## src/rtl/sck_pkg.sv

```systemverilog
// Shared types and default widths for the serial flash clock divider.
package sck_pkg;

  localparam int DIV_W_DEF = 8;
  localparam int CYC_W_DEF = 16;

  typedef enum logic {
    IDLE = 1'b0,
    RUN  = 1'b1
  } state_t;

endpackage

```

## src/rtl/sck_div_gen.sv

```systemverilog
// Burst-capable programmable clock divider producing the serial flash clock
// plus lead/trail edge strobes and a completion strobe for the shift logic.
module sck_div_gen
  import sck_pkg::*;
#(
  parameter int DIV_W = DIV_W_DEF,
  parameter int CYC_W = CYC_W_DEF
) (
  input  logic             clk_in,
  input  logic             rst,
  input  logic             start,
  input  logic             abort,
  input  logic [DIV_W-1:0] div,
  input  logic [CYC_W-1:0] cycles,
  input  logic             cpol,
  output logic             clk_out,
  output logic             lead,
  output logic             trail,
  output logic             busy,
  output logic             done
);

  state_t             state_q, state_d;
  logic [DIV_W-1:0]   cnt_q, cnt_d;
  logic [CYC_W-1:0]   rem_q, rem_d;
  logic [DIV_W-1:0]   div_q, div_d;
  logic               cpol_q, cpol_d;
  logic               clk_d, lead_d, trail_d, busy_d, done_d;

  // Next-state logic: idle tracking of cpol, burst launch, half-period counting and abort.
  always_comb begin
    state_d = state_q;
    cnt_d   = cnt_q;
    rem_d   = rem_q;
    div_d   = div_q;
    cpol_d  = cpol_q;
    clk_d   = clk_out;
    lead_d  = 1'b0;
    trail_d = 1'b0;
    busy_d  = busy;
    done_d  = 1'b0;
    case (state_q)
      IDLE: begin
        clk_d  = cpol;
        cnt_d  = '0;
        busy_d = 1'b0;
        if (start && !abort) begin
          div_d  = div;
          rem_d  = cycles;
          cpol_d = cpol;
          if (cycles != '0) begin
            state_d = RUN;
            busy_d  = 1'b1;
          end else begin
            done_d = 1'b1;
          end
        end
      end
      RUN: begin
        if (abort) begin
          clk_d   = cpol_q;
          busy_d  = 1'b0;
          cnt_d   = '0;
          rem_d   = '0;
          state_d = IDLE;
        end else if (cnt_q == div_q) begin
          cnt_d = '0;
          clk_d = ~clk_out;
          if (clk_out == cpol_q) begin
            lead_d = 1'b1;
          end else begin
            trail_d = 1'b1;
            rem_d   = rem_q - 1'b1;
            if (rem_q == CYC_W'(1)) begin
              state_d = IDLE;
              busy_d  = 1'b0;
              done_d  = 1'b1;
            end
          end
        end else begin
          cnt_d = cnt_q + 1'b1;
        end
      end
      default: state_d = IDLE;
    endcase
  end

  // State and output registers with synchronous active-low clear.
  always_ff @(posedge clk_in) begin
    if (!rst) begin
      state_q <= IDLE;
      cnt_q   <= '0;
      rem_q   <= '0;
      div_q   <= '0;
      cpol_q  <= 1'b0;
      clk_out <= 1'b0;
      lead    <= 1'b0;
      trail   <= 1'b0;
      busy    <= 1'b0;
      done    <= 1'b0;
    end else begin
      state_q <= state_d;
      cnt_q   <= cnt_d;
      rem_q   <= rem_d;
      div_q   <= div_d;
      cpol_q  <= cpol_d;
      clk_out <= clk_d;
      lead    <= lead_d;
      trail   <= trail_d;
      busy    <= busy_d;
      done    <= done_d;
    end
  end

endmodule

```

## config.mk

```make
export PLATFORM = sky130hd
export DESIGN_NAME = sck_div_gen
export DESIGN_NICKNAME = d
export VERILOG_FILES = /design/src/rtl/sck_pkg.sv /design/src/rtl/sck_div_gen.sv
export SDC_FILE = /design/constraint.sdc
export NUM_CORES = 1
export LEC_CHECK = 0
export ABC_AREA = 1
export BUFFER_PORTS_ARGS = -buffer_cell sky130_fd_sc_hd__buf_4
export CAP_MARGIN = 10
export CORE_ASPECT_RATIO = 1.4
export CORE_UTILIZATION = 51
export CTS_CLUSTER_DIAMETER = 100
export DETAILED_ROUTE_END_ITERATION = 10
export PLACE_DENSITY_LB_ADDON = 0.2
export RECOVER_POWER = 25
export SYNTH_ARGS = -nofsm -noshare
export SYNTH_HDL_FRONTEND = slang
export SYNTH_SLANG_ARGS = --single-unit
```

## constraint.sdc

```tcl
create_clock -name clk_in -period 1.4 [get_ports clk_in]
set_clock_uncertainty 0.1 [all_clocks]
set_input_delay 0.14 -clock clk_in [delete_from_list [all_inputs] [get_ports clk_in]]
set_output_delay 0.14 -clock clk_in [all_outputs]
set_load 0.03 [all_outputs]
```

---- Word level (Yosys, flattened, before mapping) ----
Index checks and enable logic that the tools add are counted.
W data, S select, Z words.
operators by class
  add/subtract/negate cells ............... 2
  equal/unequal tests ..................... 7
  multiplexer cells ....................... 32
  bitwise operators ....................... 4
  reductions and logical operators ........ 7
operator list
  kind                     count
  $mux W16                 4
  $pmux W16 S2             1
  $mux W1                  20
  $eq A16 B1 Y1 const B    1
  $mux W8                  2
  $pmux W8 S2              1
  $reduce_bool A16 Y1      1
  $sub A16 B1 Y16 const B  1
  $add A8 B1 Y8 const B    1
  $eq A8 B8 Y1             1
  $pmux W1 S2              4
  $ne A3 B2 Y1 const B     2
  $reduce_and A3 Y1        2
  $not A1 Y1               4
  $reduce_or A4 Y1         1
  $ne A3 B3 Y1 const B     1
  $ne A2 B2 Y1 const B     1
  $reduce_and A2 Y1        1
  $eq A1 B1 Y1             1
  $logic_and A1 B1 Y1      1
  $logic_not A1 Y1         1
word-level totals
  bits in registers ....................... 39
  bits of input ports ..................... 29
  output and inout bits ................... 5
  word-level logic and storage cells ...... 62

---- Depth between registers and ports, before layout ----
  word-level depth ........................ 6
  mapped depth ............................ 12
  depth with buffers taken out ............ 11

---- Worst setup path before layout ----
No wires, ideal clock.
  path type ............................... flip-flop to flip-flop
  start ................................... register clk_out
  end ..................................... register rem_q[9]
  library setup time ...................... 0.113 ns
  arrival time ............................ 1.382 ns
  required time ........................... 1.187 ns
  slack ................................... -0.195 ns
  stages on the path, launching flop included .. 7
  path buffers ............................ 1
  period minus slack after synthesis ...... 1.595 ns
  path through ............................ dfxtp_1 > xnor2_1 > a22oi_4 > nand2_4 > buf_6 > nor2_1 > nor2_1
on the way
  longest elaborated chain between the ends .. 3
RTL lines
  element                      line                text
  from (decl)                  sck_div_gen.sv:16   output logic clk_out,
  from (signal assigned)       sck_div_gen.sv:107  clk_out <= clk_d;
  $eq A1 B1 Y1                 sck_div_gen.sv:69   if (clk_out == cpol_q) begin
  $ne A3 B3 Y1 (no line)       -
  $reduce_and A3 Y1 (no line)  -
  to (signal assigned)         sck_div_gen.sv:104  rem_q <= rem_d;
  to (decl)                    sck_div_gen.sv:25   logic [CYC_W-1:0] rem_q, rem_d;
Every way passes these cells.
A chain may end at the register's enable or synchronous reset.

---- Final worst setup path ----
  start ................................... register div_q[2]
  end ..................................... register rem_q[11]
on the way
  longest elaborated chain between the ends .. 3
RTL lines
  element                      line                text
  from (decl)                  sck_div_gen.sv:26   logic [DIV_W-1:0] div_q, div_d;
  from (signal assigned)       sck_div_gen.sv:105  div_q <= div_d;
  $eq A8 B8 Y1                 sck_div_gen.sv:66   end else if (cnt_q == div_q) begin
  $ne A3 B2 Y1 (no line)       -
  $reduce_and A3 Y1 (no line)  -
Every way passes these cells.

==> reports/results.txt <==
status -> finished, violations left
violated checks -> setup timing
Pwr Density -> 1024 mW/mm2
critical path required time -> 1.49 ns
antenna violations before repair -> 0
Synth area leaders -> dfxtp_1 34%, nand2_1 17%, nor2_1 13%
WL/cell -> 12.54 um
Initial DRC Count -> 104
Die X -> 59.06 um
antenna-violating nets left -> 0
Crit-path slowest cell -> dfxtp_2
die area -> 0.004836 mm2
Buffers on Ports -> 33
synth-to-layout area growth -> 41.07%
Ys Warns -> 0
post-synth cell types -> 28
Most common cell on crit path -> nor2_1
first-pass GRT wire length -> 9846 um
H-tree depth -> 2
crit-path max cell delay -> 0.33 ns
Total Power -> 3.357 mW
clock-pin transition on the worst setup and hold timing paths -> 0.08 ns
drt first pass iters -> 5
WS Path Type -> flop to flop
Post-synth EDFFs -> 0
vias -> 2623
Worst Setup SP -> div_q[2]$_SDFFE_PN0P_
# rows -> 28
Final Hold Vio Count -> 0
Num CTS Buffers -> 5
Yosys top cell by area -> dfxtp_1
most common cell in the netlist -> nand2_1
hold path start -> div[0]
minimum clock period -> 1.476 ns
fin crit share -> 1.054
share of the synthesized area in the top cell type -> 0.3358
Final Instance Count excl. Fillers -> 518
RSZ-0062 raised after global routing -> true
Cell Area, Synth -> 0.002325 mm2
#FFs+latches synth -> 39
drt drc -> 0
endpoint class of the critical path -> flop
Seq/Total Area, Yosys -> 0.3358
PnR worst setup slack -> -0.07565 ns
Biggest register -> rem_q
synth cell count leaders -> 106 x nand2_1, 80 x nor2_1, 41 x inv_1, 39 x dfxtp_1, 32 x nand3_1
global route overflow -> 0
layout cell share with drive strength beyond 1 -> 0.3384
clock latency on the worst-skew pair -> 0.29 ns
Die H -> 81.89 um
Vias per Instance -> 5.064
largest net degree at the start of global routing -> 26
critical path arrival -> 1.57 ns
placed cell count -> 502
biggest regs -> rem_q (16), cnt_q (8), div_q (8)
worst path bufs/invs -> 0
final wirelength -> 6495 um
critical path peak fanout -> 25
# nets final -> 489
vias in the first global route -> 2347
CP Launch Type -> flop
Syn Area/Cell -> 6.183 um2
clk buf depth -> 2
f_max -> 677.7 MHz
clock tree sinks -> 39
diode count -> 0
GR Util All Layers -> 0.2711
CP cell instances -> xnor2_1 > nand2_1 > nor2_1 > nand2_2 > nand2_4 > nand2_8 > nor2_1 > nor2_1
hpwl dp -> 4513 um
CTS tree -> yes
initial core utilization -> 0.5395
Worst Hold Slack -> 0.02576 ns
worst r2r src -> div_q[2]$_SDFFE_PN0P_
IO Pins -> 34
CP delay by family, top -> simple AND/OR/NAND/NOR gates
LEAKAGE -> 1.590 nW
Clk Tree Root Cell -> clkbuf_8
max FFs per register -> 16
Max-cap violations -> 0
worst min path class -> input port to flop
Placer Congestion -> 0.9733
Post-synth top flop -> dfxtp_1
final slew viol count -> 0
Cells after Synth -> 376
Rel. slew slack -> 0.7554
Async S/R FF share, synth -> 0
Slew @ Worst Pin -> 0.3685 ns
fillers -> 337
Peak VDD IR -> 0.7995 mV
# setup viols final -> 19
core area -> 0.004309 mm2
Post-Syn Nets -> 408
## worst reg2reg max path: cells and delay by family (launching register included)
kind / cells / cell delay [ns]
XOR/XNOR: 1 / 0.14
flip-flops: 1 / 0.33
AND/OR/NAND/NOR: 7 / 0.83
## cell families after synthesis
family,Yosys count,synth area share
adder cells (fa/ha/maj),3,0.01615
flip-flops,39,0.3358
XOR/XNOR,6,0.02260
AO/OA/AOI/OAI,42,0.1023
AND/OR/NAND/NOR,234,0.4220
buffers and inverters,52,0.1012
## per-layer routing
| layer | up-vias | wire (um) | GRT usage | part of all wire |
|---|---|---|---|---|
| met3 | 21 | 282 | 0.03307 | 0.043 |
| met5 | - | 0 | 0 | 0 |
| met2 | 82 | 3517 | 0.5307 | 0.54 |
| li1 | 1344 | - | - | - |
| met4 | 0 | 232 | 0.1667 | 0.036 |
| met1 | 1176 | 2462 | 0.2609 | 0.38 |
## layout make-up
| type | count | area, um2 | share of cell area |
|---|---|---|---|
| clock inverter | 2 | 35.03 | 0.01068 |
| tap | 60 | 75.07 | 0.02289 |
| timing repair buffer | 84 | 644.4 | 0.1965 |
| sequential | 39 | 809.5 | 0.2469 |
| multi-input combinational | 285 | 1475 | 0.4498 |
| clock buffer | 6 | 82.58 | 0.02518 |
| inverter | 42 | 157.7 | 0.04807 |
## stage by stage
| step | setup TNS (ns) | worst slack (ns) | area, um2 | util |
|---|---|---|---|---|
| final | -0.9266 | -0.07565 | 3279 | 0.7610 |
| after global routing | -3.741 | -0.2195 | 3279 | 0.7610 |
| after CTS | -0.2752 | -0.04056 | 3186 | 0.7393 |
| after detailed placement | -1.526 | -0.1257 | 2915 | 0.6765 |
| after global placement | -0.8556 | -0.09421 | 2915 | 0.6765 |
| after floorplan | 0 | 0.005553 | 2347 | - |
## cell usage in the layout (no fill, tap or decap), drive strengths merged
| cell | instances |
|---|---|
| inv | 42 |
| a21boi | 1 |
| clkbuf | 10 |
| bufinv | 1 |
| dlygate4sd3 | 4 |
| o211ai | 2 |
| ha | 3 |
| xor2 | 1 |
| a21oi | 14 |
| o21bai | 1 |
| clkinv | 1 |
| nor2b | 1 |
| nor3b | 2 |
| nor3 | 3 |
| buf | 76 |
| nand3 | 33 |
| dfxtp | 39 |
| xnor2 | 5 |
| nand2 | 108 |
| nand4 | 3 |
| or2 | 1 |
| a22oi | 1 |
| a31oi | 1 |
| nor2 | 83 |
| o21ai | 22 |
## where the power goes
group,leakage (nW),internal [mW],switching (mW)
Combinational,1.20,0.488,0.606
Clock,0.0612,0.577,0.400
Sequential,0.328,1.20,0.0860
Total,1.59,2.26,1.09
## final timing paths
kind / to / slack (ns) / cells past startpoint
worst min-delay path: div_q[0]$_SDFFE_PN0P_ / 0.03 / 3
worst max register to register: rem_q[11]$_SDFFE_PN0P_ / -0.08 / 8
worst max-delay path: rem_q[11]$_SDFFE_PN0P_ / -0.08 / 8
worst min register to register: div_q[4]$_SDFFE_PN0P_ / 0.38 / 2
## repair_timing
item,CTS,global route
buffers inserted,1,3
endpoints found under the hold margin,4,0
hold buffers,4,0
pin swaps,7,11
gates resized for setup,43,34
setup endpoints to repair,25,33
(Power assumes the default switching activity.)
